File: src/rtl/mem_port_arbiter.sv
// -----------------------------------------------------------------------------
// mem_port_arbiter
//
// Shares one single-port instruction/data RAM between instruction fetch (IF)
// and the MEM pipeline stage. Only one RAM transaction is in flight at a time.
// The requester is stalled until its transaction completes. Load data is
// sign- or zero-extended according to the latched load kind and byte offset.
//
// Simultaneous requests are resolved in favour of MEM, because MEM holds the
// older instruction. A request seen in a DONE cycle is never accepted, so the
// instruction that is just completing cannot be issued a second time.
//
// Parameters
//   TIMEOUT_CYCLES  cycles ram_ce may stay high without ram_ack before the
//                   access is aborted. Legal range is 1..255 (8-bit counter).
//
// Optional feature (compile-time macro)
//   MEM_ARB_ALIGN_CHECK_EN  When defined, misaligned halfword/word MEM accesses
//                           never reach the RAM. They complete the next cycle
//                           with mem_err=1 and mem_rdata=0. When undefined, the
//                           low address bits only steer byte lanes, and mem_err
//                           reports timeouts only.
//
// Ports
//   clk, rst_n       rising-edge clock, asynchronous active-low reset
//   if_req/if_addr   fetch request and word-aligned fetch address
//   if_inst/if_valid fetched word plus a 1-cycle valid pulse
//   mem_addr/sel/wdata/loadop
//                    MEM-stage request. A nonzero sel is a store. A loadop
//                    other than NOP is a load.
//   mem_rdata/done/err
//                    extended load data, 1-cycle done pulse, and error flag
//   stall_if/stall_mem
//                    combinational pipeline holds
//   ram_ce/we/addr/sel/wdata
//                    RAM request. ram_ce is held high until ram_ack.
//   ram_rdata/ram_ack
//                    RAM response. ram_rdata is sampled when ram_ack=1.
// -----------------------------------------------------------------------------

`ifndef MEM_LOADOP_BUS
`define MEM_LOADOP_BUS [2:0]
`endif
`ifndef MEM_LOADOP_NOP
`define MEM_LOADOP_NOP 3'd0
`endif
`ifndef MEM_LOADOP_LB
`define MEM_LOADOP_LB  3'd1
`endif
`ifndef MEM_LOADOP_LBU
`define MEM_LOADOP_LBU 3'd2
`endif
`ifndef MEM_LOADOP_LH
`define MEM_LOADOP_LH  3'd3
`endif
`ifndef MEM_LOADOP_LHU
`define MEM_LOADOP_LHU 3'd4
`endif
`ifndef MEM_LOADOP_LW
`define MEM_LOADOP_LW  3'd5
`endif

module mem_port_arbiter #(
  parameter int TIMEOUT_CYCLES = 255
) (
  input  logic                   clk,
  input  logic                   rst_n,
  // instruction fetch side
  input  logic                   if_req,
  input  logic [31:0]            if_addr,
  output logic [31:0]            if_inst,
  output logic                   if_valid,
  // MEM stage side
  input  logic [31:0]            mem_addr,
  input  logic [3:0]             mem_sel,
  input  logic [31:0]            mem_wdata,
  input  logic `MEM_LOADOP_BUS   mem_loadop,
  output logic [31:0]            mem_rdata,
  output logic                   mem_done,
  output logic                   mem_err,
  // pipeline holds
  output logic                   stall_if,
  output logic                   stall_mem,
  // RAM port
  output logic                   ram_ce,
  output logic                   ram_we,
  output logic [31:0]            ram_addr,
  output logic [3:0]             ram_sel,
  output logic [31:0]            ram_wdata,
  input  logic [31:0]            ram_rdata,
  input  logic                   ram_ack
);

  typedef enum logic [2:0] {
    ST_IDLE,
    ST_IF_ACC,
    ST_MEM_ACC,
    ST_IF_DONE,
    ST_MEM_DONE
  } state_t;

  // The counter holds the number of ACC cycles that are already complete.
  // When it reaches TIMEOUT_CYCLES-1, the current cycle is the last one
  // allowed. This keeps ram_ce high for exactly TIMEOUT_CYCLES cycles.
  localparam logic [7:0] TIMEOUT_LAST = 8'(TIMEOUT_CYCLES - 1);

  state_t                 state;
  logic [7:0]             tmo_cnt;
  logic `MEM_LOADOP_BUS   lat_loadop;
  logic [1:0]             lat_off;

  logic                   mem_store;
  logic                   mem_req;
  logic                   mem_misaligned;
  logic                   acc_timeout;
  logic                   unused_if_low;

  assign mem_store   = |mem_sel;
  assign mem_req     = mem_store | (mem_loadop != `MEM_LOADOP_NOP);
  assign acc_timeout = (tmo_cnt == TIMEOUT_LAST);

  // Fetch addresses are word aligned, so the low bits carry no information.
  assign unused_if_low = ^if_addr[1:0];

`ifdef MEM_ARB_ALIGN_CHECK_EN
  logic half_acc;
  logic word_acc;
  assign half_acc = (mem_loadop == `MEM_LOADOP_LH) || (mem_loadop == `MEM_LOADOP_LHU) ||
                    (mem_sel == 4'b0011) || (mem_sel == 4'b1100);
  assign word_acc = (mem_loadop == `MEM_LOADOP_LW) || (mem_sel == 4'b1111);
  assign mem_misaligned = (half_acc && mem_addr[0]) ||
                          (word_acc && (mem_addr[1:0] != 2'b00));
`else
  assign mem_misaligned = 1'b0;
`endif

  // Stalls are combinational. The completing cycle releases the pipeline
  // in the same cycle as the done/valid pulse.
  assign stall_mem = mem_req & ~mem_done;
  assign stall_if  = (if_req & ~if_valid) | stall_mem;

  // Selects the addressed byte or halfword lane, then extends it to 32 bits.
  function automatic logic [31:0] extend_load(input logic `MEM_LOADOP_BUS op,
                                              input logic [1:0]           off,
                                              input logic [31:0]          word);
    logic [7:0]  lane_b;
    logic [15:0] lane_h;
    case (off)
      2'd0:    lane_b = word[7:0];
      2'd1:    lane_b = word[15:8];
      2'd2:    lane_b = word[23:16];
      default: lane_b = word[31:24];
    endcase
    lane_h = off[1] ? word[31:16] : word[15:0];
    case (op)
      `MEM_LOADOP_LB:  extend_load = {{24{lane_b[7]}}, lane_b};
      `MEM_LOADOP_LBU: extend_load = {24'h0, lane_b};
      `MEM_LOADOP_LH:  extend_load = {{16{lane_h[15]}}, lane_h};
      `MEM_LOADOP_LHU: extend_load = {16'h0, lane_h};
      default:         extend_load = word;
    endcase
  endfunction

  // Single sequencing FSM. All RAM-side and requester-side outputs are
  // registered here.
  // NOTE: all state and outputs are cleared by the asynchronous reset, so an
  // access that is in flight ends immediately. ram_ce drops, no done pulse is
  // produced, and a late ack arrives in IDLE, where it is ignored.
  always_ff @(posedge clk or negedge rst_n) begin
    if (!rst_n) begin
      state      <= ST_IDLE;
      tmo_cnt    <= '0;
      lat_loadop <= `MEM_LOADOP_NOP;
      lat_off    <= '0;
      ram_ce     <= 1'b0;
      ram_we     <= 1'b0;
      ram_addr   <= '0;
      ram_sel    <= '0;
      ram_wdata  <= '0;
      if_inst    <= '0;
      if_valid   <= 1'b0;
      mem_rdata  <= '0;
      mem_done   <= 1'b0;
      mem_err    <= 1'b0;
    end else begin
      // NOTE: non-blocking defaults make the done/valid flags 1-cycle pulses.
      // Any branch below may override them for the DONE cycle that follows.
      if_valid <= 1'b0;
      mem_done <= 1'b0;
      mem_err  <= 1'b0;

      case (state)
        ST_IDLE: begin
          tmo_cnt <= '0;
          if (mem_req && mem_misaligned) begin
            // The RAM is never touched. The error is reported on the next cycle.
            state     <= ST_MEM_DONE;
            mem_done  <= 1'b1;
            mem_err   <= 1'b1;
            mem_rdata <= '0;
          end else if (mem_req) begin
            state      <= ST_MEM_ACC;
            ram_ce     <= 1'b1;
            ram_we     <= mem_store;
            ram_addr   <= {mem_addr[31:2], 2'b00};
            ram_sel    <= mem_store ? mem_sel : 4'b1111;
            ram_wdata  <= mem_wdata;
            lat_loadop <= mem_loadop;
            lat_off    <= mem_addr[1:0];
          end else if (if_req) begin
            state    <= ST_IF_ACC;
            ram_ce   <= 1'b1;
            ram_we   <= 1'b0;
            ram_addr <= {if_addr[31:2], 2'b00};
            ram_sel  <= 4'b1111;
          end
        end

        ST_IF_ACC: begin
          if (ram_ack) begin
            ram_ce   <= 1'b0;
            if_valid <= 1'b1;
            if_inst  <= ram_rdata;
            state    <= ST_IF_DONE;
          end else if (acc_timeout) begin
            ram_ce   <= 1'b0;
            if_valid <= 1'b1;
            if_inst  <= '0;
            state    <= ST_IF_DONE;
          end else begin
            tmo_cnt <= tmo_cnt + 8'd1;
          end
        end

        ST_MEM_ACC: begin
          if (ram_ack) begin
            ram_ce    <= 1'b0;
            mem_done  <= 1'b1;
            mem_rdata <= ram_we ? '0 : extend_load(lat_loadop, lat_off, ram_rdata);
            state     <= ST_MEM_DONE;
          end else if (acc_timeout) begin
            ram_ce    <= 1'b0;
            mem_done  <= 1'b1;
            mem_err   <= 1'b1;
            mem_rdata <= '0;
            state     <= ST_MEM_DONE;
          end else begin
            tmo_cnt <= tmo_cnt + 8'd1;
          end
        end

        // Requests are deliberately ignored here. The completing requester
        // still presents the same request in this cycle.
        ST_IF_DONE,
        ST_MEM_DONE: state <= ST_IDLE;

        default:     state <= ST_IDLE;
      endcase
    end
  end

endmodule
File: config.mk
export PLATFORM = sky130hd
export DESIGN_NAME = mem_port_arbiter
export DESIGN_NICKNAME = d
export VERILOG_FILES = /design/src/rtl/mem_port_arbiter.sv
export SDC_FILE = /design/constraint.sdc
export NUM_CORES = 1
export LEC_CHECK = 0
export ABC_AREA = 1
export CORE_AREA = 2 2 140 142
export CTS_CLUSTER_DIAMETER = 100
export DETAILED_ROUTE_END_ITERATION = 7
export DIE_AREA = 0 0 142 144
export GPL_ROUTABILITY_DRIVEN = 0
export GPL_TIMING_DRIVEN = 0
export PLACE_DENSITY = 0.72
export SYNTH_ARGS = -nofsm -noshare
export SYNTH_HDL_FRONTEND = slang
export SYNTH_SLANG_ARGS = --single-unit
File: constraint.sdc
create_clock -name clk -period 3.5 [get_ports clk]
set_clock_uncertainty 0.15 [all_clocks]
set_input_delay 0.7 -clock clk [delete_from_list [all_inputs] [get_ports clk]]
set_output_delay 0.7 -clock clk [all_outputs]
set_load 0.02 [all_outputs]
==> results <==
path summary, 6_finish.rpt:
path                       depth (start not counted)                     start  slack (ns)                        end
setup / recovery                                   7                mem_sel[3]        0.15                   stall_if
hold / removal                                     1                     rst_n         0.1   ram_addr[14]$_DFFE_PN0P_
setup reg to reg                                  10    tmo_cnt[0]$_DFFE_PN0P_        1.51   mem_rdata[6]$_DFFE_PN0P_
hold reg to reg                                    2  ram_addr[30]$_DFFE_PN0P_        0.32   ram_addr[30]$_DFFE_PN0P_
max in group asynchronous                          2                     rst_n        2.25  mem_rdata[21]$_DFFE_PN0P_
min in group clk                                   2  ram_addr[30]$_DFFE_PN0P_        0.32   ram_addr[30]$_DFFE_PN0P_
metrics by stage:
step	hold slack [ns]	power (uW)	util, %
after floorplan	0.254	5450	-
after global placement	0.303	7500	54.7
after detailed placement	0.307	7570	54.9
after CTS	0.118	9400	57.9
after global routing	0.136	9950	57.9
final	0.0953	9340	57.9
synthesized netlist by cell type:
master    number
dfrtp_1      151
nor2_1        14
nand2_1      474
nand3_1       81
buf_6          7
o211ai_1      14
clkbuf_1      13
inv_1         51
inv_2         11
o22ai_1        1
nand3b_4       1
conb_1         1
nand3_2        3
xnor2_1        1
buf_2         26
nor2_8         1
nand4_1        1
o21ai_1        2
nand2_2        5
buf_4          5
nor2_4         3
xor2_1         3
nand2_4        1
o31ai_1       32
o21ai_0       15
clkinv_1       1
ha_1           2
nor3_1         1
a21oi_4        1
a21oi_1       33
nand3_4        1
cell type report:
| type | instances | area share [%] |
|---|---|---|
| flip-flops and latches | 151 | 34.2 |
| multi-input cells | 692 | 28.0 |
| repair buffers | 275 | 25.0 |
| clock buffers | 17 | 3.85 |
| well taps | 238 | 2.69 |
| plain buffers | 51 | 2.67 |
| inverters | 63 | 2.14 |
| clock inverters | 15 | 1.38 |
| diodes | 1 | 0.0226 |
routing by layer:
metal	vias to the layer above	global-route usage (%)
met5	-	0
met4	0	11.5
met3	59	6.16
met2	285	37.9
met1	3451	30.6
li1	3621	-
registers in the layout (all words and copies together) (netlist names):
signal	count
ram_sel	4
if_valid	1
lat_off	2
ram_addr	30
ram_ce	1
lat_loadop	3
tmo_cnt	8
state	3
mem_rdata	32
ram_we	1
mem_done	1
if_inst	32
mem_err	1
ram_wdata	32
cell families after synthesis:
kind of cell / Yosys count
AOI/OAI and AO/OA: 98
adders and majority gates: 2
DFF: 151
and+or+nand+nor: 586
buffers and inverters: 114
other: 1
xor gates and xnor gates: 4
worst reg2reg max path, stage by stage, from the launching register on:
cell,delay [ns]
dfrtp_1,0.40
inv_1,0.13
ha_1,0.16
nand2_1,0.06
nor2_1,0.09
nand2_1,0.11
nand2_1,0.14
nand2_1,0.22
buf_2,0.28
nand2_1,0.09
nand2_1,0.05
where the power goes:
part           switching, uW  internal, uW
clock                    843           953
sequential               395          2380
combinational           2820          1940
==> impl_metrics.json <==
{
  "status": "complete, no violations",
  "min_period_over_period_pct": 95.7,
  "grt_pass1_vias": 7139,
  "multi_input_area_sq_mm": 0.00310,
  "worstPathCellList": "clkdlybuf4s50_1, nor2_1, nand3_1, nor2_4, buf_2, o22ai_1, clkdlybuf4s50_1",
  "p_leak_uw": 0.00549,
  "cpMostUsedCell": "clkdlybuf4s50_1",
  "grt_antenna_before_repair": 0,
  "cts_sinks": 151,
  "setup-tns-final_ns": 0,
  "die_h_um": 144,
  "track_usage_pct": 23.9,
  "pre_cts_ws_ns": -0.0517,
  "vdd_ir_drop_max_mv": 0.473,
  "dr_wl_met2_um": 11300,
  "synthDistinctLibCells": 31,
  "slew_violations": 0,
  "grt_pass1_wl_um": 37800,
  "clk_pin_slew_ns": 0.06,
  "final_common_cell": "nand2_1",
  "dpl.hpwl_um": 18200,
  "port_buffers": 273,
  "place_area_sq_mm": 0.0105,
  "cts_tree": "built",
  "final_area_sq_mm": 0.0111,
  "rsz0062_at_grt": "false",
  "die_w_um": 142,
  "synth_area_sq_mm": 0.00740,
  "root_buffer": "clkbuf_16",
  "instances_no_fill": 1503,
  "clockBufferDepth": 2,
  "slowest_delay_ns": 0.55,
  "drive_gt1_share_pct": 7.91,
  "avgSynthCellArea_sq_um": 7.75,
  "grt_max_degree": 89,
  "crit_slowest_cell": "clkdlybuf4s50_1",
  "drt_iter0_drc": 586,
  "met1_length_um": 10100,
  "cts_resized": 0,
  "powerDensity_mw_per_mm2": 844,
  "cp_max_fo": 10,
  "met3_length_um": 1640,
  "die-area_sq_mm": 0.0204,
  "tightest_slew_ns": 0.616,
  "report.final.hold_viol_count": 0,
  "path_class": "in2out",
  "synthesis.instances": 956,
  "final_cell_mix": "nand2_1 (474), clkdlybuf4s50_1 (272), dfrtp_1 (151)",
  "htreeDepth": 4,
  "synth_top_area_share_pct": 51.0,
  "grt-ovfl-total": 0,
  "synth-compound-area-share_pct": 8.35,
  "path_buf_inv": 3,
  "ys_ff_latch": 151,
  "cts_setup_buffers": 1,
  "critical_path.top_delay_family": "buffers and inverters",
  "yosysTopAreaCell": "dfrtp_1",
  "worst_slack_ns": 0.149,
  "synth_top_family_by_area": "simple AND/OR/NAND/NOR gates",
  "drt_pass1_iterations": 5,
  "wirelength_um": 24000,
  "period_needed_ns": 3.35,
  "vias": 7416,
  "ios": 278,
  "drc": 0,
  "core.rowCount": 51,
  "dp.cells": 1469,
  "clk-insertion-delay-late_ns": 0.43,
  "ant_nets": 0,
  "fp.coreArea_sq_mm": 0.0191,
  "start_kind": "input pin",
  "viasPerCell": 4.93,
  "yosysWarnings": 0,
  "synth-simple-area-share_pct": 32.6,
  "ctsHoldBuffers": 0,
  "slew_headroom_pct": 58.9,
  "ys_seq_area_share_pct": 51.0,
  "cp-end-kind": "output port",
  "nNetsFinal": 1392,
  "cts_buffers": 17,
  "synthXorXnorAreaFrac_pct": 0.473,
  "setup_violations": 0,
  "max-cap-violations": 0,
  "hold_class": "in2async",
  "initial_core_util_pct": 38.8,
  "required_ns": 2.65,
  "seqCellArea_sq_mm": 0.00378,
  "arrival_ns": 2.50,
  "dr.max_layer_used": "met4",
  "fillCellCount": 1741,
  "synthTopCellsByArea": "dfrtp_1 (51%), nand2_1 (24%), nand3_1 (5.5%)",
  "synthAdderAreaFrac_pct": 0.338,
  "synthMuxAreaShare_pct": 0,
  "max_freq_mhz": 298,
  "wl_per_cell_um": 16.0,
  "synthToLayoutAreaGrowth_pct": 49.3
}
Power figures use the tool's default switching activity.
